### config.mk
export PLATFORM = sky130hd
export DESIGN_NAME = button_event_ctrl
export DESIGN_NICKNAME = d
export VERILOG_FILES = /design/src/rtl/button_event_ctrl.sv
export SDC_FILE = /design/constraint.sdc
export NUM_CORES = 1
export LEC_CHECK = 0
export BUFFER_PORTS_ARGS = -buffer_cell sky130_fd_sc_hd__buf_2
export CORE_MARGIN = 2
export CORE_UTILIZATION = 45
export CTS_BUF_LIST = sky130_fd_sc_hd__clkbuf_4
export DETAILED_ROUTE_END_ITERATION = 16
export PLACE_DENSITY = 0.59
export SYNTH_ARGS = -nofsm -noshare
export SYNTH_HDL_FRONTEND = slang
export SYNTH_SLANG_ARGS = --single-unit
### constraint.sdc
create_clock -name clk -period 11.3 [get_ports clk]
set_input_delay 1.695 -clock clk [delete_from_list [all_inputs] [get_ports clk]]
set_output_delay 1.695 -clock clk [all_outputs]
set_load 0.02 [all_outputs]
### src/rtl/button_event_ctrl.sv
// rtl/button_event_ctrl.sv - press/long-press event collector with round-robin serialiser
//
// Ports:
//   clk        system clock, rising edge
//   rst        asynchronous active-high reset
//   btn_clean  [N]    debounced button levels, synchronous to clk
//   ev_ready   consumer accepts the offered event
//   ev_valid   event offered
//   ev_idx     [IDXW] button index of the offered event
//   ev_long    0 = press event, 1 = long-press event
//   overrun    sticky, a new event merged into an already-pending one of the same kind

module button_event_ctrl #(
  parameter int N    = 5,
  parameter int IDXW = 3,
  parameter int HOLD = 100000000,
  parameter int CW   = 27
) (
  input  logic            clk,
  input  logic            rst,
  input  logic [N-1:0]    btn_clean,
  input  logic            ev_ready,
  output logic            ev_valid,
  output logic [IDXW-1:0] ev_idx,
  output logic            ev_long,
  output logic            overrun
);

  typedef enum logic {IDLE, OFFER} state_t;

  state_t          state, state_n;
  logic [N-1:0]    btn_prev, pend, lpend;
  logic [N-1:0]    rise, long_hit, req, clr_pend, clr_lpend;
  logic [CW-1:0]   hold_cnt [N];
  logic [IDXW-1:0] rr_last, rr_last_n, grant_idx, ev_idx_n;
  logic            ev_valid_n, ev_long_n, grant;

  assign rise = btn_clean & ~btn_prev;
  assign req  = pend | lpend;

  // Long event fires only on the HOLD-1 -> HOLD step, so a held button
  // raises it once; the saturated counter never matches again.
  always_comb begin
    long_hit = '0;
    for (int i = 0; i < N; i++) begin
      long_hit[i] = btn_clean[i] && (hold_cnt[i] == CW'(HOLD - 1));
    end
  end

  // Round-robin scan starting just after the last served index.
  always_comb begin
    int k;
    logic [IDXW-1:0] kk;
    grant     = 1'b0;
    grant_idx = '0;
    k         = 0;
    kk        = '0;
    for (int j = 0; j < N; j++) begin
      k  = (int'(rr_last) + 1 + j) % N;
      kk = IDXW'(k);
      if (!grant && req[kk]) begin
        grant     = 1'b1;
        grant_idx = kk;
      end
    end
  end

  always_comb begin
    state_n    = state;
    ev_valid_n = ev_valid;
    ev_idx_n   = ev_idx;
    ev_long_n  = ev_long;
    rr_last_n  = rr_last;
    clr_pend   = '0;
    clr_lpend  = '0;
    case (state)
      IDLE: begin
        if (grant) begin
          ev_idx_n   = grant_idx;
          // A pending press is always served before a long press of the same button.
          ev_long_n  = ~pend[grant_idx];
          if (pend[grant_idx]) clr_pend[grant_idx]  = 1'b1;
          else                 clr_lpend[grant_idx] = 1'b1;
          ev_valid_n = 1'b1;
          state_n    = OFFER;
        end
      end
      OFFER: begin
        if (ev_ready) begin
          ev_valid_n = 1'b0;
          rr_last_n  = ev_idx;
          state_n    = IDLE;
        end
      end
      default: state_n = IDLE;
    endcase
  end

  always_ff @(posedge clk or posedge rst) begin
    if (rst) begin
      state    <= IDLE;
      ev_valid <= 1'b0;
      ev_idx   <= '0;
      ev_long  <= 1'b0;
      rr_last  <= IDXW'(N - 1);
    end else begin
      state    <= state_n;
      ev_valid <= ev_valid_n;
      ev_idx   <= ev_idx_n;
      ev_long  <= ev_long_n;
      rr_last  <= rr_last_n;
    end
  end

  // Set terms are OR'd after the clear so a same-cycle new event survives a grant.
  always_ff @(posedge clk or posedge rst) begin
    if (rst) begin
      btn_prev <= '0;
      pend     <= '0;
      lpend    <= '0;
      overrun  <= 1'b0;
      for (int i = 0; i < N; i++) hold_cnt[i] <= '0;
    end else begin
      btn_prev <= btn_clean;
      pend     <= (pend & ~clr_pend) | rise;
      lpend    <= (lpend & ~clr_lpend) | long_hit;
      overrun  <= overrun | (|(rise & pend & ~clr_pend)) | (|(long_hit & lpend & ~clr_lpend));
      for (int i = 0; i < N; i++) begin
        if (!btn_clean[i])                    hold_cnt[i] <= '0;
        else if (hold_cnt[i] != CW'(HOLD))    hold_cnt[i] <= hold_cnt[i] + 1'b1;
      end
    end
  end

endmodule

==> reports/metrics.json <==
{
  "run_status": {
    "outcome": "finished, final reports clean"
  },
  "layout": {
    "post_route_cells_drive_above_1_share_pct": 8.63,
    "syn_to_final_growth_pct": 5.04,
    "seq_area_um2": 4010,
    "nFillCells": 2427,
    "finish.net_count": 1332,
    "postLayoutCellArea_um2": 11900,
    "multi_input_logic_area_um2": 6830,
    "fin_cells": 1617
  },
  "synthesis": {
    "list_of_most_frequent_post_synthesis_cells": "sky130_fd_sc_hd__dfrtp_1, sky130_fd_sc_hd__nor2_1, sky130_fd_sc_hd__nand2_1",
    "synthMostInstantiatedCell": "sky130_fd_sc_hd__dfrtp_1",
    "synthArstFlopShare_pct": 100,
    "sequential_share_of_the_synthesized_area_pct": 35.4,
    "synth_enable_flop_cells": 0,
    "synthCells": 1283,
    "synth_top_cells_by_area": "sky130_fd_sc_hd__dfrtp_1, sky130_fd_sc_hd__ha_1, sky130_fd_sc_hd__xnor2_1",
    "synth_seq_cells": 160,
    "netlist_area_um2": 11300,
    "synth_ff_type": "sky130_fd_sc_hd__dfrtp_1",
    "number_of_warnings_printed_during_yosys_synthesis": 0,
    "synth_top_cell_area_share_pct": 35.2,
    "synth_nets": 1342,
    "synth.avg_cell_area_um2": 8.82,
    "netlist.top_cell.by_area": "sky130_fd_sc_hd__dfrtp_1",
    "number_of_different_library_cells_in_the_post_synthesis_netlist": 97
  },
  "critical_path": {
    "reg2reg_from": "rr_last[1]",
    "regToRegSetupSlack_ns": 2.62,
    "worstSetupPathType": "reg -> reg",
    "setup.worst_path.start_class": "flip-flop",
    "timing.critical_path.slowest_stage_cell": "sky130_fd_sc_hd__ha_1",
    "setup.worst_path.end_class": "flip-flop",
    "worstPathArrival_ns": 9.09,
    "timing.critical_path.required_ns": 11.71,
    "worst-r2r-cell-count": 31,
    "critical_path.reg2reg.endpoint": "overrun",
    "path_common_cell": "sky130_fd_sc_hd__ha_1",
    "path_max_fanout": 21,
    "critical-path-max-stage-delay_ns": 0.74
  },
  "global_routing": {
    "first_global_vias": 8500,
    "global_route.overflow_total": 0,
    "initial_antenna_violation_count": 1,
    "track_usage_pct": 18.8,
    "maximum_number_of_pins_on_one_net_before_global_route_repair": 87,
    "grt_pass1_wl_mm": 41.3
  },
  "floorplanning": {
    "io_pins": 14,
    "die_area_um2": 26400,
    "chipHeight_um": 163,
    "core_footprint_um2": 25000,
    "cell_row_count": 58,
    "start_util_pct": 45.3,
    "fp.dieW_um": 163
  },
  "clock_tree": {
    "tritoncts": "done",
    "clock_latency_ns": 0.54,
    "cts-root-to-sink-buffers": 2,
    "cts.sinks": 160,
    "postCtsHoldBufs": 0,
    "post_cts_clock_slew_at_the_launch_and_capture_registers_of_the_worst_setup_and_hold_paths_ns": 0.14,
    "cts_made_buffers": 17,
    "h_tree_levels": 4,
    "cts_root_buffer": "sky130_fd_sc_hd__clkbuf_4",
    "post_cts.resized_instances": 0,
    "post_cts_buffers": 0
  },
  "timing": {
    "final_worst_path_period_share_pct": 76.8,
    "worst_clock_skew_ns": 0.0295,
    "final_max_slew_viol_count": 0,
    "tightestPinTransition_ns": 0.914,
    "finalSetupViolCount": 0,
    "setup_ws_ns": 2.62,
    "hold_viol": 0,
    "grt_setup_unrepaired": "false",
    "setup_total_negative_slack_ns": 0,
    "slew_headroom_pct": 39.1,
    "max_clock_freq_mhz": 115,
    "fin_crit_ns": 8.68
  },
  "place": {
    "io_buffers": 13,
    "post-place-cells": 1584,
    "gp_routability_congestion": 0.858,
    "dp.final_hpwl_mm": 17.2,
    "placedInstanceArea_um2": 11600,
    "pre_cts_ws_ns": 2.73
  },
  "detailed_routing": {
    "wl_per_cell_um": 14.9,
    "drt_first_iter_violations": 630,
    "route.detailed.vias_per_inst": 5.54,
    "drt.antenna.violating_nets": 0,
    "drt-total-wl_mm": 24.1,
    "drc": 0,
    "vias": 8959,
    "first_pass_iters": 5
  },
  "min_path": {
    "worst_hold_startpoint": "btn_prev[4]",
    "min_path_cells": 1,
    "min-delay-path-class": "reg -> reg",
    "hold-path-endpoint": "pend[4]"
  },
  "pwr": {
    "cellPowerDensity_nw_per_um2": 271,
    "worst_ir_drop_vdd_mv": 0.173,
    "power.total_w": 0.00322,
    "leakage_nw": 4.99
  },
  "flow_run": {
    "max_cap_violations": 0
  }
}
==> state kept, by name (all words and copies together) (netlist names) <==
register / count
state: 1
ev_long: 1
ev_valid: 1
hold_cnt: 135
pend: 5
ev_idx: 3
rr_last: 3
btn_prev: 5
lpend: 5
overrun: 1
==> power breakdown <==
group	total (W)	switching (W)	leakage, nW	internal, W
logic	0.00221	0.00131	2.68	0.000897
registers	0.000659	0.0000536	2.16	0.000606
clock network	0.000356	0.000215	0.153	0.000141
total	0.00322	0.00158	4.99	0.00164
==> cell type report <==
class,instances,area share (%)
Multi-Input combinational cell,1012,57.5
Timing Repair Buffer,16,0.737
Clock buffer,19,1.20
Inverter,66,2.13
Tap cell,330,3.47
Clock inverter,13,1.27
Antenna cell,1,0.0210
Sequential cell,160,33.7
==> worst max-delay path by stage <==
stage               start  endpoint  slack, ns  cells past startpoint
2_1_floorplan  rr_last[0]   pend[4]       3.46                     35
3_3_place_gp   rr_last[0]   overrun       2.99                     28
3_5_place_dp   rr_last[0]   overrun       2.73                     28
4_1_cts        rr_last[0]   pend[4]       2.69                     31
5_1_grt        rr_last[0]   overrun       1.87                     31
6_report       rr_last[1]   overrun       2.62                     31
==> cell usage in the layout (no fill, tap or decap), types with 14 or more instances in the layout <==
cell type / count
sky130_fd_sc_hd__dfrtp_1: 159
sky130_fd_sc_hd__nor2_1: 145
sky130_fd_sc_hd__nand2_1: 103
sky130_fd_sc_hd__nand3_1: 77
sky130_fd_sc_hd__xnor2_1: 68
sky130_fd_sc_hd__inv_1: 61
sky130_fd_sc_hd__xor2_1: 52
sky130_fd_sc_hd__and2_1: 51
sky130_fd_sc_hd__ha_1: 51
sky130_fd_sc_hd__o21ai_0: 38
sky130_fd_sc_hd__nor3_1: 36
sky130_fd_sc_hd__a21oi_1: 36
sky130_fd_sc_hd__nand4_1: 35
sky130_fd_sc_hd__or3_1: 32
sky130_fd_sc_hd__and3_1: 27
sky130_fd_sc_hd__clkbuf_4: 19
sky130_fd_sc_hd__nand2b_1: 18
sky130_fd_sc_hd__mux2i_1: 14
==> critical path: cells and delay by family, from the launching register on <==
family	cells	cell delay [ns]
AOI/OAI and AO/OA	8	2.74
and+or+nand+nor	12	2.21
adders and majority gates	5	1.82
buffers and inverters	4	0.70
DFF	1	0.66
xor gates and xnor gates	1	0.37
muxes	1	0.07
==> cells by family (layout without fill, tap and decap cells) <==
logic type / Yosys count / in the layout / share of synthesized area, %
buffers and inverters: 111 / 114 / 4.23
adders and majority gates: 51 / 51 / 5.64
AOI/OAI and AO/OA: 201 / 201 / 13.5
other: 0 / 1 / 0
muxes: 30 / 30 / 3.59
and+or+nand+nor: 608 / 608 / 28.0
xor gates and xnor gates: 122 / 122 / 9.67
DFF: 160 / 160 / 35.4
==> metrics by stage <==
stage	hold slack, ns	util (%)
6_report	0.454	47.6
5_1_grt	0.465	47.6
4_1_cts	0.458	47.6
3_5_place_dp	0.437	46.4
3_3_place_gp	0.432	46.4
2_1_floorplan	0.424	-
==> routing by layer <==
layer	routed length, µm	global-route usage [%]	share of wire [%]
met5	0	0	0
met4	282	4.71	1.2
met3	607	2.75	2.5
met2	11000	29.6	46
met1	12200	27.2	51
No activity file was read; power rests on OpenSTA's default activity.
